## config.mk

```make
export PLATFORM = sky130hd
export DESIGN_NAME = tt_um_power_burst
export DESIGN_NICKNAME = d
export VERILOG_FILES = /design/src/rtl/tt_power_pkg.sv /design/src/rtl/tt_um_power_burst_bank.sv /design/src/rtl/tt_um_power_burst.sv
export SDC_FILE = /design/constraint.sdc
export NUM_CORES = 1
export LEC_CHECK = 0
export BUFFER_PORTS_ARGS = -buffer_cell sky130_fd_sc_hd__buf_2
export CAP_MARGIN = 0
export CORE_ASPECT_RATIO = 2
export CORE_MARGIN = 10
export CORE_UTILIZATION = 40
export DETAILED_ROUTE_END_ITERATION = 8
export HOLD_SLACK_MARGIN = 0.02
export SLEW_MARGIN = 25
export SYNTH_ARGS = -nofsm -noshare
export SYNTH_HDL_FRONTEND = slang
export SYNTH_SLANG_ARGS = --single-unit
export TNS_END_PERCENT = 50
```

## constraint.sdc

```tcl
create_clock -name clk -period 2.9 [get_ports clk]
set_clock_uncertainty 0.05 [all_clocks]
set_input_delay 0.58 -clock clk [delete_from_list [all_inputs] [get_ports clk]]
set_output_delay 0.58 -clock clk [all_outputs]
set_load 0.01 [all_outputs]
```

## src/rtl/tt_power_pkg.sv

```systemverilog
// -----------------------------------------------------------------------------
// tt_power_pkg
// Shared definitions for the power-burst tile: operating mode encodings, the
// burst FSM state type, the bank operation type, the reset value of the burst
// length registers and the maximal-length LFSR tap table indexed by width.
// No ports; imported by the interface, bank and top-level files.
// -----------------------------------------------------------------------------
package tt_power_pkg;

    typedef enum logic [1:0] {
        MODE_OFF    = 2'd0,
        MODE_TOGGLE = 2'd1,
        MODE_LFSR   = 2'd2,
        MODE_BURST  = 2'd3
    } mode_t;

    typedef enum logic [1:0] {
        ST_IDLE = 2'd0,
        ST_ON   = 2'd1,
        ST_OFF  = 2'd2
    } burst_state_t;

    typedef enum logic [1:0] {
        OP_HOLD   = 2'd0,
        OP_TOGGLE = 2'd1,
        OP_LFSR   = 2'd2
    } bank_op_t;

    // Both burst length registers come out of reset at this value, giving a
    // four-cycle ON / four-cycle OFF burst without any configuration.
    localparam logic [7:0] CFG_RESET = 8'd3;

    // One-hot mask for a 1-based tap position.
    function automatic logic [63:0] tap(input int n);
        return 64'd1 << (n - 1);
    endfunction

    // Feedback tap masks for maximal-length Fibonacci LFSRs of 4..64 bits.
    // Bit (n-1) set means stage n feeds the XOR that is shifted into bit 0.
    function automatic logic [63:0] lfsr_taps(input int width);
        logic [63:0] t;
        case (width)
            4:  t = tap(4)  | tap(3);
            5:  t = tap(5)  | tap(3);
            6:  t = tap(6)  | tap(5);
            7:  t = tap(7)  | tap(6);
            8:  t = tap(8)  | tap(6)  | tap(5)  | tap(4);
            9:  t = tap(9)  | tap(5);
            10: t = tap(10) | tap(7);
            11: t = tap(11) | tap(9);
            12: t = tap(12) | tap(6)  | tap(4)  | tap(1);
            13: t = tap(13) | tap(4)  | tap(3)  | tap(1);
            14: t = tap(14) | tap(5)  | tap(3)  | tap(1);
            15: t = tap(15) | tap(14);
            16: t = tap(16) | tap(15) | tap(13) | tap(4);
            17: t = tap(17) | tap(14);
            18: t = tap(18) | tap(11);
            19: t = tap(19) | tap(6)  | tap(2)  | tap(1);
            20: t = tap(20) | tap(17);
            21: t = tap(21) | tap(19);
            22: t = tap(22) | tap(21);
            23: t = tap(23) | tap(18);
            24: t = tap(24) | tap(23) | tap(22) | tap(17);
            25: t = tap(25) | tap(22);
            26: t = tap(26) | tap(6)  | tap(2)  | tap(1);
            27: t = tap(27) | tap(5)  | tap(2)  | tap(1);
            28: t = tap(28) | tap(25);
            29: t = tap(29) | tap(27);
            30: t = tap(30) | tap(6)  | tap(4)  | tap(1);
            31: t = tap(31) | tap(28);
            32: t = tap(32) | tap(22) | tap(2)  | tap(1);
            33: t = tap(33) | tap(20);
            34: t = tap(34) | tap(27) | tap(2)  | tap(1);
            35: t = tap(35) | tap(33);
            36: t = tap(36) | tap(25);
            37: t = tap(37) | tap(5)  | tap(4)  | tap(3) | tap(2) | tap(1);
            38: t = tap(38) | tap(6)  | tap(5)  | tap(1);
            39: t = tap(39) | tap(35);
            40: t = tap(40) | tap(38) | tap(21) | tap(19);
            41: t = tap(41) | tap(38);
            42: t = tap(42) | tap(41) | tap(20) | tap(19);
            43: t = tap(43) | tap(42) | tap(38) | tap(37);
            44: t = tap(44) | tap(43) | tap(18) | tap(17);
            45: t = tap(45) | tap(44) | tap(42) | tap(41);
            46: t = tap(46) | tap(45) | tap(26) | tap(25);
            47: t = tap(47) | tap(42);
            48: t = tap(48) | tap(47) | tap(21) | tap(20);
            49: t = tap(49) | tap(40);
            50: t = tap(50) | tap(49) | tap(24) | tap(23);
            51: t = tap(51) | tap(50) | tap(36) | tap(35);
            52: t = tap(52) | tap(49);
            53: t = tap(53) | tap(52) | tap(38) | tap(37);
            54: t = tap(54) | tap(53) | tap(18) | tap(17);
            55: t = tap(55) | tap(31);
            56: t = tap(56) | tap(55) | tap(35) | tap(34);
            57: t = tap(57) | tap(50);
            58: t = tap(58) | tap(39);
            59: t = tap(59) | tap(58) | tap(38) | tap(37);
            60: t = tap(60) | tap(59);
            61: t = tap(61) | tap(60) | tap(46) | tap(45);
            62: t = tap(62) | tap(61) | tap(6)  | tap(5);
            63: t = tap(63) | tap(62);
            64: t = tap(64) | tap(63) | tap(61) | tap(60);
            default: t = tap(4) | tap(3);
        endcase
        return t;
    endfunction

endpackage

```

## src/rtl/tt_um_power_burst_bank.sv

```systemverilog
// -----------------------------------------------------------------------------
// power_bank
// One activity bank: a BANK_WIDTH-bit register that holds, inverts, or steps as
// a maximal-length Fibonacci LFSR, one operation per enabled clock.
//   clk, rst_n : clock, asynchronous active-low reset (register clears to 0)
//   en         : update strobe for this bank
//   op         : OP_HOLD / OP_TOGGLE / OP_LFSR
//   q          : bank register
// -----------------------------------------------------------------------------
module power_bank
    import tt_power_pkg::*;
#(
    parameter int          BANK_WIDTH = 16,
    parameter int unsigned SEED       = 1
) (
    input  logic                  clk,
    input  logic                  rst_n,
    input  logic                  en,
    input  bank_op_t              op,
    output logic [BANK_WIDTH-1:0] q
);

    localparam logic [63:0]           TAPS     = lfsr_taps(BANK_WIDTH);
    localparam logic [BANK_WIDTH-1:0] TAP_MASK = TAPS[BANK_WIDTH-1:0];
    localparam logic [BANK_WIDTH-1:0] SEED_VAL = BANK_WIDTH'(SEED);

    logic feedback;

    assign feedback = ^(q & TAP_MASK);

    // An all-zero register is the one state an XOR LFSR can never leave, so
    // in LFSR mode it is replaced by the bank's seed instead of being stepped.
    always_ff @(posedge clk or negedge rst_n) begin
        if (!rst_n) begin
            q <= '0;
        end else if (en) begin
            case (op)
                OP_TOGGLE: q <= ~q;
                OP_LFSR:   q <= (q == '0) ? SEED_VAL : {q[BANK_WIDTH-2:0], feedback};
                default:   q <= q;
            endcase
        end
    end

endmodule

```

## src/rtl/tt_um_power_burst.sv

```systemverilog
// -----------------------------------------------------------------------------
// tt_um_power_burst
// Switching-activity generator: up to four banks of flops that hold, toggle,
// run as LFSRs, or toggle in programmable ON/OFF bursts, plus a heartbeat.
//   clk     : clock, all flops on rising edge
//   rst_n   : asynchronous active-low reset
//   ena     : global enable, 0 freezes every register
//   ui_in   : [1:0] mode, [5:2] bank mask, [6] cfg_sel, [7] cfg_wr
//   uio_in  : config byte written to on_len (cfg_sel=0) / off_len (cfg_sel=1)
//   uo_out  : [3:0] bank LSBs, [5:4] burst state, [6] active, [7] heartbeat
//   uio_out : tied 0
//   uio_oe  : tied 0
// -----------------------------------------------------------------------------
module tt_um_power_burst
    import tt_power_pkg::*;
#(
    parameter int NUM_BANKS  = 4,
    parameter int BANK_WIDTH = 16,
    parameter int HB_BIT     = 23
) (
    input  logic       clk,
    input  logic       rst_n,
    input  logic       ena,
    input  logic [7:0] ui_in,
    input  logic [7:0] uio_in,
    output logic [7:0] uo_out,
    output logic [7:0] uio_out,
    output logic [7:0] uio_oe
);

    localparam logic [3:0] BANK_PRESENT = 4'((1 << NUM_BANKS) - 1);

    mode_t        mode;
    logic [3:0]   eff_mask;
    logic         cfg_sel;
    logic         cfg_wr;
    logic [7:0]   on_len;
    logic [7:0]   off_len;
    burst_state_t state;
    logic [7:0]   cnt;
    logic [HB_BIT:0] hb;
    bank_op_t     bank_op;
    logic [3:0]   bank_lsb;
    logic         active;

    assign mode     = mode_t'(ui_in[1:0]);
    assign eff_mask = ui_in[5:2] & BANK_PRESENT;
    assign cfg_sel  = ui_in[6];
    assign cfg_wr   = ui_in[7];

    // Burst length registers; only the FSM reload reads them, so a write
    // during a burst never disturbs the phase already counting down.
    always_ff @(posedge clk or negedge rst_n) begin
        if (!rst_n) begin
            on_len  <= CFG_RESET;
            off_len <= CFG_RESET;
        end else if (ena && cfg_wr) begin
            if (cfg_sel) begin
                off_len <= uio_in;
            end else begin
                on_len <= uio_in;
            end
        end
    end

    // Burst FSM: the counter is loaded with the phase length and the phase
    // ends on the cycle it reads zero, so each phase lasts length+1 cycles.
    always_ff @(posedge clk or negedge rst_n) begin
        if (!rst_n) begin
            state <= ST_IDLE;
            cnt   <= '0;
        end else if (ena) begin
            if (mode != MODE_BURST) begin
                state <= ST_IDLE;
                cnt   <= '0;
            end else begin
                case (state)
                    ST_IDLE: begin
                        state <= ST_ON;
                        cnt   <= on_len;
                    end
                    ST_ON: begin
                        if (cnt == 8'd0) begin
                            state <= ST_OFF;
                            cnt   <= off_len;
                        end else begin
                            cnt <= cnt - 8'd1;
                        end
                    end
                    ST_OFF: begin
                        if (cnt == 8'd0) begin
                            state <= ST_ON;
                            cnt   <= on_len;
                        end else begin
                            cnt <= cnt - 8'd1;
                        end
                    end
                    default: begin
                        state <= ST_IDLE;
                        cnt   <= '0;
                    end
                endcase
            end
        end
    end

    // Free-running heartbeat, only its top bit leaves the block.
    always_ff @(posedge clk or negedge rst_n) begin
        if (!rst_n) begin
            hb <= '0;
        end else if (ena) begin
            hb <= hb + {{HB_BIT{1'b0}}, 1'b1};
        end
    end

    // The bank operation follows the mode input directly; burst mode only
    // toggles while the FSM sits in ON.
    always_comb begin
        bank_op = OP_HOLD;
        case (mode)
            MODE_TOGGLE: bank_op = OP_TOGGLE;
            MODE_LFSR:   bank_op = OP_LFSR;
            MODE_BURST:  bank_op = (state == ST_ON) ? OP_TOGGLE : OP_HOLD;
            default:     bank_op = OP_HOLD;
        endcase
    end

    // Absent bank slots read back as 0 on their output bit.
    for (genvar i = 0; i < 4; i++) begin : g_bank
        if (i < NUM_BANKS) begin : g_present
            logic [BANK_WIDTH-1:0] q;
            logic                  unused_upper;

            power_bank #(
                .BANK_WIDTH (BANK_WIDTH),
                .SEED       (i + 1)
            ) u_bank (
                .clk   (clk),
                .rst_n (rst_n),
                .en    (ena & eff_mask[i]),
                .op    (bank_op),
                .q     (q)
            );

            assign bank_lsb[i]  = q[0];
            assign unused_upper = ^q[BANK_WIDTH-1:1];
        end else begin : g_absent
            assign bank_lsb[i] = 1'b0;
        end
    end

    // Activity flag reflects the selected mode rather than ena, so freezing
    // the tile leaves every output bit steady; gated by rst_n so the outputs
    // read all-zero while reset is held.
    always_comb begin
        active = 1'b0;
        case (mode)
            MODE_TOGGLE, MODE_LFSR: active = (eff_mask != 4'd0);
            MODE_BURST:             active = (state == ST_ON);
            default:                active = 1'b0;
        endcase
        active = active & rst_n;
    end

    assign uo_out  = {hb[HB_BIT], active, 2'(state), bank_lsb};
    assign uio_out = 8'h00;
    assign uio_oe  = 8'h00;

endmodule

```

==> metrics.md, run 1 <==
| Metric | Value |
|---|---|
| Pleak | `between 0.003 and 0.004 uW` |
| Relative slew slack | `around half` |
| Tmin final | `2470 ps` |
| Total vias in the final route | `4561` |
| Drt first pass iters | `5` |
| Ys flop type | `dfrtp_1` |
| Mux contribution to synthesized area | `between 15 and 20%` |
| Die Y | `197 microns` |
| Place WS | `just under 200 ps` |
| Type of element capturing the critical path | `output pin` |
| Fin crit share | `a little under nine tenths` |
| Simple logic cell fraction of the synthesized area | `approximately 13%` |
| First-pass GRT wire length | `22900 microns` |
| IO Port Bufs | `26` |
| Routed vias/inst | `between 5 and 6` |
| Post-Synthesis Cells | `590` |
| WHS | `~340 ps` |
| Cell count after placement | `approximately 800` |
| Clock tree sinks | `114` |
| Final WL | `13800 microns` |
| Ratio of cells with drive above 1 in the final layout | `19.8%` |
| Max-Cap Viols | `0` |
| Largest family of logic cells by synthesized area | `multiplexers` |
| Resized Gates After CTS | `0` |
| FF/Latch Area | `2860 sq um` |
| Post-DP HPWL | `~10000 microns` |
| Area of the die | `21400 sq um` |
| #FFs+latches synth | `114` |
| Max H-tree Level | `4` |
| Io pins | `43` |
| VDD IR-drop max | `between 0.0005 and 0.0006 V` |
| Clk buf depth | `2` |
| Reg-to-reg endpoint | `g_bank[2].g_present.u_bank.q[1]` |
| Sw power | `about 2100 uW` |
| Nets@finish | `649` |
| Net Sw Frac | `32.9%` |
| RSZ-0062 raised after global routing | `false` |
| Post-route DRC | `0` |
| DP Area | `6560 sq um` |
| Combinational share of power | `between 20% and 30%` |
| Final setup TNS | `0 ps` |
| CP Data Arrival Time | `about 1800 ps` |
| Average routed wire per standard cell | `between 15 and 20 microns` |
| Worst-Skew Late Latency | `410 ps` |
| Starting density of the core | `around two fifths` |
| R2r setup slk | `630 ps` |
| Max Clock Freq | `405 MHz` |
| Reg2reg start | `state[1]` |
| Initial DRC count | `roughly 190` |
| HP Class | `input port to asynchronous set/reset pin` |
| Distinct cells, synth | `between 60 and 70` |
| Area of the core | `between 15000 and 20000 sq um` |
| CP Max Fanout | `9` |
| Total CTS buffers | `17` |
| Clock share of power | `between 30% and 40%` |
| Outcome | `finished clean` |
| Final slew viol count | `0` |
| Mapped cell area | `~6300 sq um` |
| Worst R2R Path Depth | `4` |
| Setup bufs post-CTS | `0` |
| Pint | `around 4400 uW` |
| Post-Synth XOR/XNOR Area | `roughly 4.9%` |
| Overflow after GRT | `0` |
| Seq/Total Area, Yosys | `a little under half` |
| Setup Viol. Count Final | `0` |
| Vias in the first global route | `between 4000 and 5000` |
| Antenna violations before repair | `0` |
| Die W | `109 microns` |
| Syn Area/Cell | `around 11 sq um` |
| Hold_buf cts | `0` |
| Share of flip-flops with an asynchronous set or reset | `between 90% and 100%` |
| Multi-input gate area | `between 3000 and 4000 sq um` |
| Hold Vio Cnt, Final | `0` |
| Largest net degree at the start of global routing | `61` |
| Clock-pin slew on the worst setup and hold paths | `around 50 ps` |
| Post-synth EDFFs | `0` |
| CTS tree | `yes` |
| Synth Area in Adders | `about 2.2%` |
| Synth warn | `0` |
| Diodes inserted | `0` |
| CP startpoint kind | `register` |
| Worst-margin pin slew | `765 ps` |
| GR Util All Layers | `13.3%` |
| WS Path Type | `register to output pin` |
| Clock Tree Root | `clkbuf_16` |
| Fillcell total | `between 1000 and 1500` |
| Final Non-Filler Cells | `between 800 and 900` |
| Area grow syn2layout | `14.3%` |
| Finished Cell Area | `a little over 7000 sq um` |
| Compound-Gate Fraction of Synth Area | `between 10 and 15%` |
| Gpl congestion | `between 0.8 and 0.9` |
| PD cells | `909 nW/um^2` |
| Part of the power in registers | `between 40% and 50%` |
| Rows | `64` |
| Routed Antenna Nets | `0` |
| Final WS setup | `between 400 and 500 ps` |
| Critical Path RT | `~2300 ps` |
stage by stage:
| step | total power, uW | util [%] |
|---|---|---|
| global route | 6940 | 46.7 |
| floorplan | 3930 | - |
| detailed placement | 4390 | 42.7 |
| CTS | 6590 | 46.7 |
| finish | 6520 | 46.7 |
| global placement | 4270 | 42.7 |
power by group through the flow:
stage	clock, uW	sequential, uW	combinational [uW]
floorplan	0	2500	1420
global placement	0	2660	1610
detailed placement	0	2690	1700
CTS	2210	2670	1710
global route	2280	2750	1910
finish	2170	2670	1690
metal layers:
layer / vias to the layer above / global-route usage, % / part of all wire, %
li1: 2166 / - / -
met1: 2292 / 13.6 / 38
met2: 86 / 24.8 / 56
met3: 17 / 3.01 / 3.3
met4: 0 / 5.50 / 2.2
met5: - / 0 / 0
cells by family after synthesis:
logic type / Yosys count
AO/OA/AOI/OAI: 96
XOR/XNOR: 35
adder cells (fa/ha/maj): 11
buffers and inverters: 90
flip-flops: 114
multiplexers: 98
other: 1
AND/OR/NAND/NOR: 145
final cells by class:
type | count | share of cell area (%)
Clock buffer | 18 | 6.12
Clock inverter | 14 | 2.48
Inverter | 40 | 2.09
Multi-Input combinational cell | 401 | 42.2
Sequential cell | 114 | 39.8
Tap cell | 198 | 3.45
Timing Repair Buffer | 45 | 3.84
worst max-delay path by stage:
stage	startpoint	to	slack, ps	depth (start not counted)
finish	state[0]	uo_out[6]	430	4
global route	state[0]	uo_out[6]	350	4
CTS	state[0]	uo_out[6]	430	4
detailed placement	ui_in[1]	g_bank[2].g_present.u_bank.q[6]	200	7
global placement	ui_in[1]	g_bank[0].g_present.u_bank.q[6]	340	7
floorplan	ui_in[0]	g_bank[0].g_present.u_bank.q[0]	550	6
state kept, by name, summed over array words and instances (netlist names):
signal and flops:
off_len 8, g_bank.g_present.u_bank.q 64, on_len 8, cnt 8, state 2, hb 24
layout by cell type, fill, tap and decap left out, drive strengths merged, types with 8 or more instances in the layout:
master,count
a21oi,17
a22oi,8
and3,11
buf,45
clkbuf,18
conb,16
dfrtp,110
ha,11
inv,44
mux2,43
mux2i,55
nand2,17
nand3,26
nand4,9
nor2,25
nor3,19
nor4,11
o211ai,10
o21ai,16
xnor2,21
xor2,14
cell usage after synthesis (4+ instances only):
master	n	area share, %
a22oi_1	8	0.96
inv_1	39	2.3
mux2_2	36	6.5
nand3_1	26	2.1
mux2_1	7	1.3
and4_1	4	0.56
buf_4	24	2.9
xnor2_1	21	2.9
xor2_1	14	2.0
nor4_1	11	1.1
o211ai_1	8	0.96
and3_1	11	1.1
nor2b_1	4	0.40
nand4_1	9	0.90
dfstp_2	4	1.7
nand2b_1	5	0.50
dfrtp_1	110	44
a31oi_1	5	0.50
ha_1	11	2.2
nor4b_1	4	0.56
a21oi_1	17	1.4
nor3_1	18	1.4
o22ai_1	4	0.40
clkbuf_1	18	1.1
o21ai_0	14	1.1
mux2i_1	55	8.8
nand2_1	17	1.0
nor2_1	24	1.4
o41ai_1	6	0.84
worst max-delay path: stages, from the launching register on:
cell and delay [ps]:
dfrtp_1 510, nor2b_1 400, a22oi_1 120, nor3b_1 220, buf_2 170
No activity file was read; power rests on OpenSTA's default activity.
==> run 2, diff against run 1 <==
--- a/config.mk
+++ b/config.mk
@@ -15,5 +15,6 @@
 export SLEW_MARGIN = 25
 export SYNTH_ARGS = -nofsm -noshare
 export SYNTH_HDL_FRONTEND = slang
+export SYNTH_HIERARCHICAL = 1
 export SYNTH_SLANG_ARGS = --single-unit
 export TNS_END_PERCENT = 50
==> run 2 against run 1 <==
Sequential power hardly changed. Hold slack worse by 130 ps. Area after synthesis grew 1.6%. First-iteration DRC count up 19%. Maximum frequency shrank 1.8%. Die area is 1.3% higher. Critical path type is now register to register. Critical endpoint is now cnt[0].
==> metrics.md, run 2 <==
| Metric | Value |
|---|---|
| CP peak stage delay | `540 ps (+30 ps)` |
| Max H-tree Level | `4 (unchanged)` |
| Final slew viol count | `0 (unchanged)` |
| Clock Tree Root | `clkbuf_16` |
| Die W | `109 microns (+0.64%)` |
| Final WL | `13700 microns (-0.39%)` |
| Rows | `65 (+1.6%)` |
| Max-Cap Viols | `0 (unchanged)` |
| Total CTS buffers | `17 (unchanged)` |
| Post-Synthesis Cells | `647 (+9.7%)` |
| Biggest register | `g_bank.g_present.u_bank/q` |
| CP startpoint kind | `register` |
| Antenna violations before repair | `0 (unchanged)` |
| Clk buf depth | `2 (unchanged)` |
| WS Path Type | `register to register` |
| Max reg flops | `64 (unchanged)` |
| Worst-Skew Late Latency | `410 ps (about the same)` |
| Area of the die | `21700 sq um (+1.3%)` |
| IO Port Bufs | `26 (unchanged)` |
| Fin crit share | `86.6% (+1.6 points)` |
| Most frequent cells in the layout | `dfrtp_1, nand2_1, mux2i_1` |
| Starting density of the core | `40.6% (-0.21 points)` |
| HP Class | `input port to asynchronous set/reset pin` |
| Tmin final | `2510 ps (+45.4 ps)` |
| Relative slew slack | `50.3% (+1.3 points)` |
| Nets@finish | `702 (+8.2%)` |
| CP Data Arrival Time | `2750 ps (+910 ps)` |
| Cell count after placement | `851 (+6.6%)` |
| Post-synth EDFFs | `0 (unchanged)` |
| Max Clock Freq | `398 MHz (-1.8%)` |
| Mapped cell area | `6370 sq um (+1.6%)` |
| Largest net degree at the start of global routing | `115 (+89%)` |
| Most common library cells after synthesis | `dfrtp_1, nand2_1, mux2i_1` |
| Area grow syn2layout | `12.7%` |
| Routed Antenna Nets | `0 (unchanged)` |
| CTS tree | `yes` |
| Pleak | `0.00302 uW (-13%)` |
| Vias in the first global route | `5035 (+4.4%)` |
| VDD IR-drop max | `0.000580 V (+13%)` |
| Routed vias/inst | `5.35 (-2.6%)` |
| PD cells | `886 nW/um^2 (-2.4%)` |
| Ratio of cells with drive above 1 in the final layout | `15.1% (-4.7 points)` |
| CP Max Fanout | `7 (-2)` |
| Synth warn | `6 (+6)` |
| Synth area leaders | `dfrtp_1, mux2i_1, nand2_1, o21ai_0, nor2_1` |
| Biggest regs | `g_bank.g_present.u_bank/q x64, hb x24` |
| Clock tree sinks | `114 (unchanged)` |
| Overflow after GRT | `0 (unchanged)` |
| Buf+Inv Stages, Crit Path | `1 (unchanged)` |
| Share of flip-flops with an asynchronous set or reset | `100% (unchanged)` |
| Hold_buf cts | `0 (unchanged)` |
| Commonest non-fill, non-tap cell in the layout | `dfrtp_1` |
| Initial DRC count | `220 (+19%)` |
| Yosys top cell area share | `43.2% (-0.67 points)` |
| Cell taking the most area after synthesis | `dfrtp_1` |
| Critical-path cell list | `inv_1 > ha_1 > or3b_2 > o21ai_1 > mux2_2 > a221o_1` |
| Setup Viol. Count Final | `0 (unchanged)` |
| Final setup TNS | `0 ps (unchanged)` |
| Syn Area/Cell | `9.85 sq um (-7.4%)` |
| Diodes inserted | `0 (unchanged)` |
| Critical Path RT | `3140 ps (+870 ps)` |
| GR Util All Layers | `13.5% (+0.25 points)` |
| Total vias in the final route | `4726 (+3.6%)` |
| Area of the core | `15700 sq um (+2.1%)` |
| Hold Vio Cnt, Final | `0 (unchanged)` |
| Post-DP HPWL | `9780 microns (-2.4%)` |
| Die Y | `199 microns (+0.69%)` |
| Seq/Total Area, Yosys | `44.8% (-0.70 points)` |
| Critical path's slowest cell | `or3b_2` |
| Final Non-Filler Cells | `883 (+6.4%)` |
| Outcome | `finished clean` |
| Ys flop type | `dfrtp_1` |
| First-pass GRT wire length | `23600 microns (+2.9%)` |
| Clock-pin slew on the worst setup and hold paths | `50 ps (about the same)` |
| Count leader, synth | `dfrtp_1` |
| Gpl congestion | `0.815 (-0.55%)` |
| CP top delay family | `compound AO/OA/AOI/OAI gates` |
| Distinct cells, synth | `63 (-1.6%)` |
| Setup bufs post-CTS | `0 (unchanged)` |
| Drt first pass iters | `4 (-1)` |
| Type of element capturing the critical path | `register` |
| Resized Gates After CTS | `0 (unchanged)` |
| Io pins | `43 (unchanged)` |
| Post-route DRC | `0 (unchanged)` |
| Average routed wire per standard cell | `15.6 microns (-6.4%)` |
| RSZ-0062 raised after global routing | `false` |
| #FFs+latches synth | `114 (unchanged)` |
| Worst-margin pin slew | `739 ps (-26.1 ps)` |
==> run 2: cell count changes after synthesis, sizes merged, moves of 15 or more <==
cell   before  now
nand2      17   67
o21ai      16   64
nor2       25   60
mux2       43   20
nand3      26   10
inv        40   25
==> run 2: area by class of cell <==
cell class | count | area [sq um]
repair buffers | 40 | 250
inverters | 25 | 93.8
multi-input cells | 471 | 3140
clock buffers | 20 | 457
fillers | 1511 | 8510
well taps | 201 | 251
flip-flops and latches | 114 | 2860
clock inverters | 12 | 138
==> run 2: per-stage QoR <==
stage | utilization (%) | total power (uW) | setup slack [ps] | hold WS (ps) | instance area, sq um
after detailed placement | 42.0 | 4290 | 242 | 408 | 6590
after floorplan | - | 3820 | 557 | 234 | 6430
after global placement | 42.0 | 4170 | 385 | 405 | 6590
after global routing | 45.8 | 6810 | 123 | 269 | 7180
after CTS | 45.8 | 6440 | 372 | 242 | 7180
final | 45.8 | 6370 | 388 | 206 | 7180
==> run 2: final timing paths <==
check                      startpoint                              end  slack, ps  depth (start not counted)
max                            cnt[0]                           cnt[0]        390                          6
min                             rst_n                        on_len[2]        210                          2
max reg2reg                    cnt[0]                           cnt[0]        390                          6
min reg2reg                    hb[13]                           hb[13]        420                          1
max in group asynchronous       rst_n  g_bank[2].g_present.u_bank/q[5]       2120                          2
min in group clk            uio_in[4]                        on_len[4]        360                          2
==> run 2: metal layers <==
layer  routed length [microns]  global-route usage [%]  up-vias
met3                       442                    3.08       34
met1                      5400                    13.7     2305
met2                      7430                    24.3      101
met4                       462                    7.90        0
met5                         0                       0        -
li1                          -                       -     2286
==> run 2: power by group <==
| group | internal (uW) | total, uW | leakage (uW) | switching [uW] |
|---|---|---|---|---|
| Sequential | 2130 | 2700 | 0.00138 | 569 |
| Combinational | 763 | 1570 | 0.00134 | 804 |
| Clock | 1380 | 2100 | 0.000299 | 724 |
| Total | 4270 | 6370 | 0.00302 | 2100 |
==> run 2: logic make-up (layout without fill, tap and decap cells) <==
logic type | after synthesis | in the layout | share of synthesized area [%]
AND/OR/NAND/NOR | 220 | 220 | 17.2
flip-flops | 114 | 114 | 44.8
AO/OA/AOI/OAI | 107 | 107 | 10.7
multiplexers | 80 | 80 | 13.0
buffers and inverters | 77 | 97 | 6.83
XOR/XNOR | 34 | 34 | 4.67
adder cells (fa/ha/maj) | 14 | 14 | 2.75
other | 1 | 16 | 0.0588
==> run 2: worst register-to-register path, stage by stage, from the launching register on <==
cell and delay (ps):
dfrtp_1 400, inv_1 180, ha_1 210, or3b_2 540, o21ai_1 280, mux2_2 370
a221o_1 350
==> run 3, diff against run 2 <==
--- a/config.mk
+++ b/config.mk
@@ -11,7 +11,7 @@
 export CORE_MARGIN = 10
 export CORE_UTILIZATION = 40
 export DETAILED_ROUTE_END_ITERATION = 8
-export HOLD_SLACK_MARGIN = 0.02
+export PLACE_DENSITY = 0.59
 export SLEW_MARGIN = 25
 export SYNTH_ARGS = -nofsm -noshare
 export SYNTH_HDL_FRONTEND = slang
==> run 3 against run 2 <==
Critical path type unchanged. Sequential power hardly changed. Register-to-register slack improved by 50 ps. Hold slack got worse by 24 ps. Non-clock buffer count increased by 1. Clock power rose by 6%. Cell count up 0.11%. Largest cell class unchanged. Largest power group unchanged.
==> metrics.md, run 3 (synthesized netlist as in run 2, its figures left out) <==
| Metric | Value |
|---|---|
| Critical-path cell list | `inv_1 > ha_1 > or3b_2 > o21ai_1 > mux2_2 > a221o_1` |
| Worst-Skew Late Latency | `420 ps (about the same)` |
| Post-DP HPWL | `9390 microns (-4.0%)` |
| Commonest non-fill, non-tap cell in the layout | `dfrtp_1` |
| Sw power | `2100 uW (+0.33%)` |
| Diodes inserted | `0 (unchanged)` |
| CP peak stage delay | `550 ps (about the same)` |
| Max reg flops | `64 (unchanged)` |
| Setup Viol. Count Final | `0 (unchanged)` |
| Clock Tree Root | `clkbuf_16` |
| Final setup TNS | `0 ps (unchanged)` |
| Critical Path RT | `3150 ps (about the same)` |
| IO Port Bufs | `26 (unchanged)` |
| Starting density of the core | `40.6% (unchanged)` |
| Vias in the first global route | `4826 (-4.2%)` |
| Combinational share of power | `24.0% (-0.6 points)` |
| Final WL | `13300 microns (-3.1%)` |
| CP top delay family | `compound AO/OA/AOI/OAI gates` |
| CP Data Arrival Time | `2720 ps (-30 ps)` |
| Setup bufs post-CTS | `0 (unchanged)` |
| Worst-margin pin slew | `765 ps (+26.1 ps)` |
| Ratio of cells with drive above 1 in the final layout | `15.4% (+0.27 points)` |
| Fin crit share | `85.0% (-1.6 points)` |
| CP Max Fanout | `7 (unchanged)` |
| Io pins | `43 (unchanged)` |
| Clock tree sinks | `114 (unchanged)` |
| HP Class | `input port to asynchronous set/reset pin` |
| Reg2reg start | `cnt[0]` |
| Routed vias/inst | `5.30 (-0.94%)` |
| Die Y | `199 microns (unchanged)` |
| WS Path Type | `register to register` |
| First-pass GRT wire length | `22700 microns (-3.7%)` |
| Relative slew slack | `48.5% (-1.8 points)` |
| Tmin final | `2470 ps (-45.8 ps)` |
| Initial DRC count | `229 (+4.1%)` |
| Resized Gates After CTS | `0 (unchanged)` |
| Total vias in the final route | `4687 (-0.83%)` |
| Clock-pin slew on the worst setup and hold paths | `60 ps (about the same)` |
| Critical path's slowest cell | `or3b_2` |
| CTS tree | `yes` |
| Hold Vio Cnt, Final | `0 (unchanged)` |
| WHS | `183 ps (-23.9 ps)` |
| Clk buf depth | `2 (unchanged)` |
| VDD IR-drop max | `0.000549 V (-5.3%)` |
| Clock share of power | `34.4% (+1.4 points)` |
| Pleak | `0.00302 uW (about the same)` |
| Most frequent cells in the layout | `dfrtp_1, nand2_1, mux2i_1` |
| Post-route DRC | `0 (unchanged)` |
| Average routed wire per standard cell | `15.1 microns (-3.2%)` |
| Net Sw Frac | `32.6% (-0.30 points)` |
| Outcome | `finished clean` |
| CP startpoint kind | `register` |
| Max Clock Freq | `406 MHz (+1.9%)` |
| Biggest register | `g_bank.g_present.u_bank/q` |
| Area of the core | `15700 sq um (unchanged)` |
| Largest net degree at the start of global routing | `115 (unchanged)` |
| Routed Antenna Nets | `0 (unchanged)` |
| GR Util All Layers | `13.0% (-0.50 points)` |
| Part of the power in registers | `41.6% (-0.7 points)` |
| Antenna violations before repair | `0 (unchanged)` |
| Die W | `109 microns (unchanged)` |
| Buf+Inv Stages, Crit Path | `1 (unchanged)` |
| Overflow after GRT | `0 (unchanged)` |
| Drt first pass iters | `4 (unchanged)` |
| PD cells | `893 nW/um^2 (+0.70%)` |
| RSZ-0062 raised after global routing | `false` |
| Rows | `65 (unchanged)` |
| Type of element capturing the critical path | `register` |
| Max-Cap Viols | `0 (unchanged)` |
| Area grow syn2layout | `13.3%` |
| Area of the die | `21700 sq um (unchanged)` |
| R2r setup slk | `430 ps (+50 ps)` |
| Hold_buf cts | `0 (unchanged)` |
| Worst R2R Path Depth | `6 (unchanged)` |
| Gpl congestion | `0.805 (-1.3%)` |
| Pint | `4350 uW (+1.7%)` |
| Final slew viol count | `0 (unchanged)` |
| Total CTS buffers | `17 (unchanged)` |
| Nets@finish | `703 (+0.14%)` |
| Max H-tree Level | `4 (unchanged)` |
| Reg-to-reg endpoint | `cnt[0]` |
| Biggest regs | `g_bank.g_present.u_bank/q x64, hb x24` |
-- run 3: cell types whose count changed in the layout (fill, tap and decap cells not counted) --
cell        delta
clkinv_2       -4
clkinvlp_4     +3
clkinv_4       +2
buf_4          +1
bufinv_16      +1
clkbuf_1       -1
clkbuf_8       -1
-- run 3: through the flow --
| stage | area [sq um] | instances | power [uW] | utilization [%] | setup WS, ps |
|---|---|---|---|---|---|
| after floorplan | 6430 | 662 | 3820 | - | 557 |
| after global placement | 6600 | 852 | 4170 | 42.0 | 381 |
| after detailed placement | 6600 | 852 | 4260 | 42.0 | 304 |
| after CTS | 7220 | 884 | 6520 | 46.0 | 423 |
| after global routing | 7220 | 884 | 6890 | 46.0 | 219 |
| final | 7220 | 884 | 6450 | 46.0 | 434 |
-- run 3: worst max path at each step --
| stage | from | cells after the start | slack, ps | endpoint |
|---|---|---|---|---|
| after floorplan | ena | 9 | 560 | g_bank[2].g_present.u_bank/q[2] |
| after global placement | ui_in[1] | 9 | 380 | g_bank[1].g_present.u_bank/q[0] |
| after detailed placement | ui_in[1] | 9 | 300 | g_bank[0].g_present.u_bank/q[5] |
| after CTS | cnt[0] | 6 | 420 | cnt[0] |
| after global routing | state[0] | 9 | 220 | g_bank[1].g_present.u_bank/q[1] |
| final | cnt[0] | 6 | 430 | cnt[0] |
-- run 3: power groups by stage --
| stage | combinational [uW] | clock [uW] | sequential, uW |
|---|---|---|---|
| global placement | 1480 | 0 | 2690 |
| CTS | 1560 | 2260 | 2690 |
| global route | 1780 | 2330 | 2780 |
| floorplan | 1250 | 0 | 2570 |
| finish | 1550 | 2220 | 2680 |
| detailed placement | 1560 | 0 | 2710 |
-- run 3: cell type report --
class,count,area (sq um)
well taps,201,251
fillers,1476,8470
multi-input cells,471,3140
clock buffers,18,439
clock inverters,14,188
flip-flops and latches,114,2860
inverters,25,93.8
repair buffers,41,258
-- run 3: per-layer routing --
layer / up-vias / track usage, % / routed length (microns)
li1: 2290 / - / -
met1: 2268 / 13.3 / 5200
met2: 99 / 23.6 / 7250
met3: 30 / 2.79 / 446
met4: 0 / 7.12 / 401
met5: - / 0 / 0
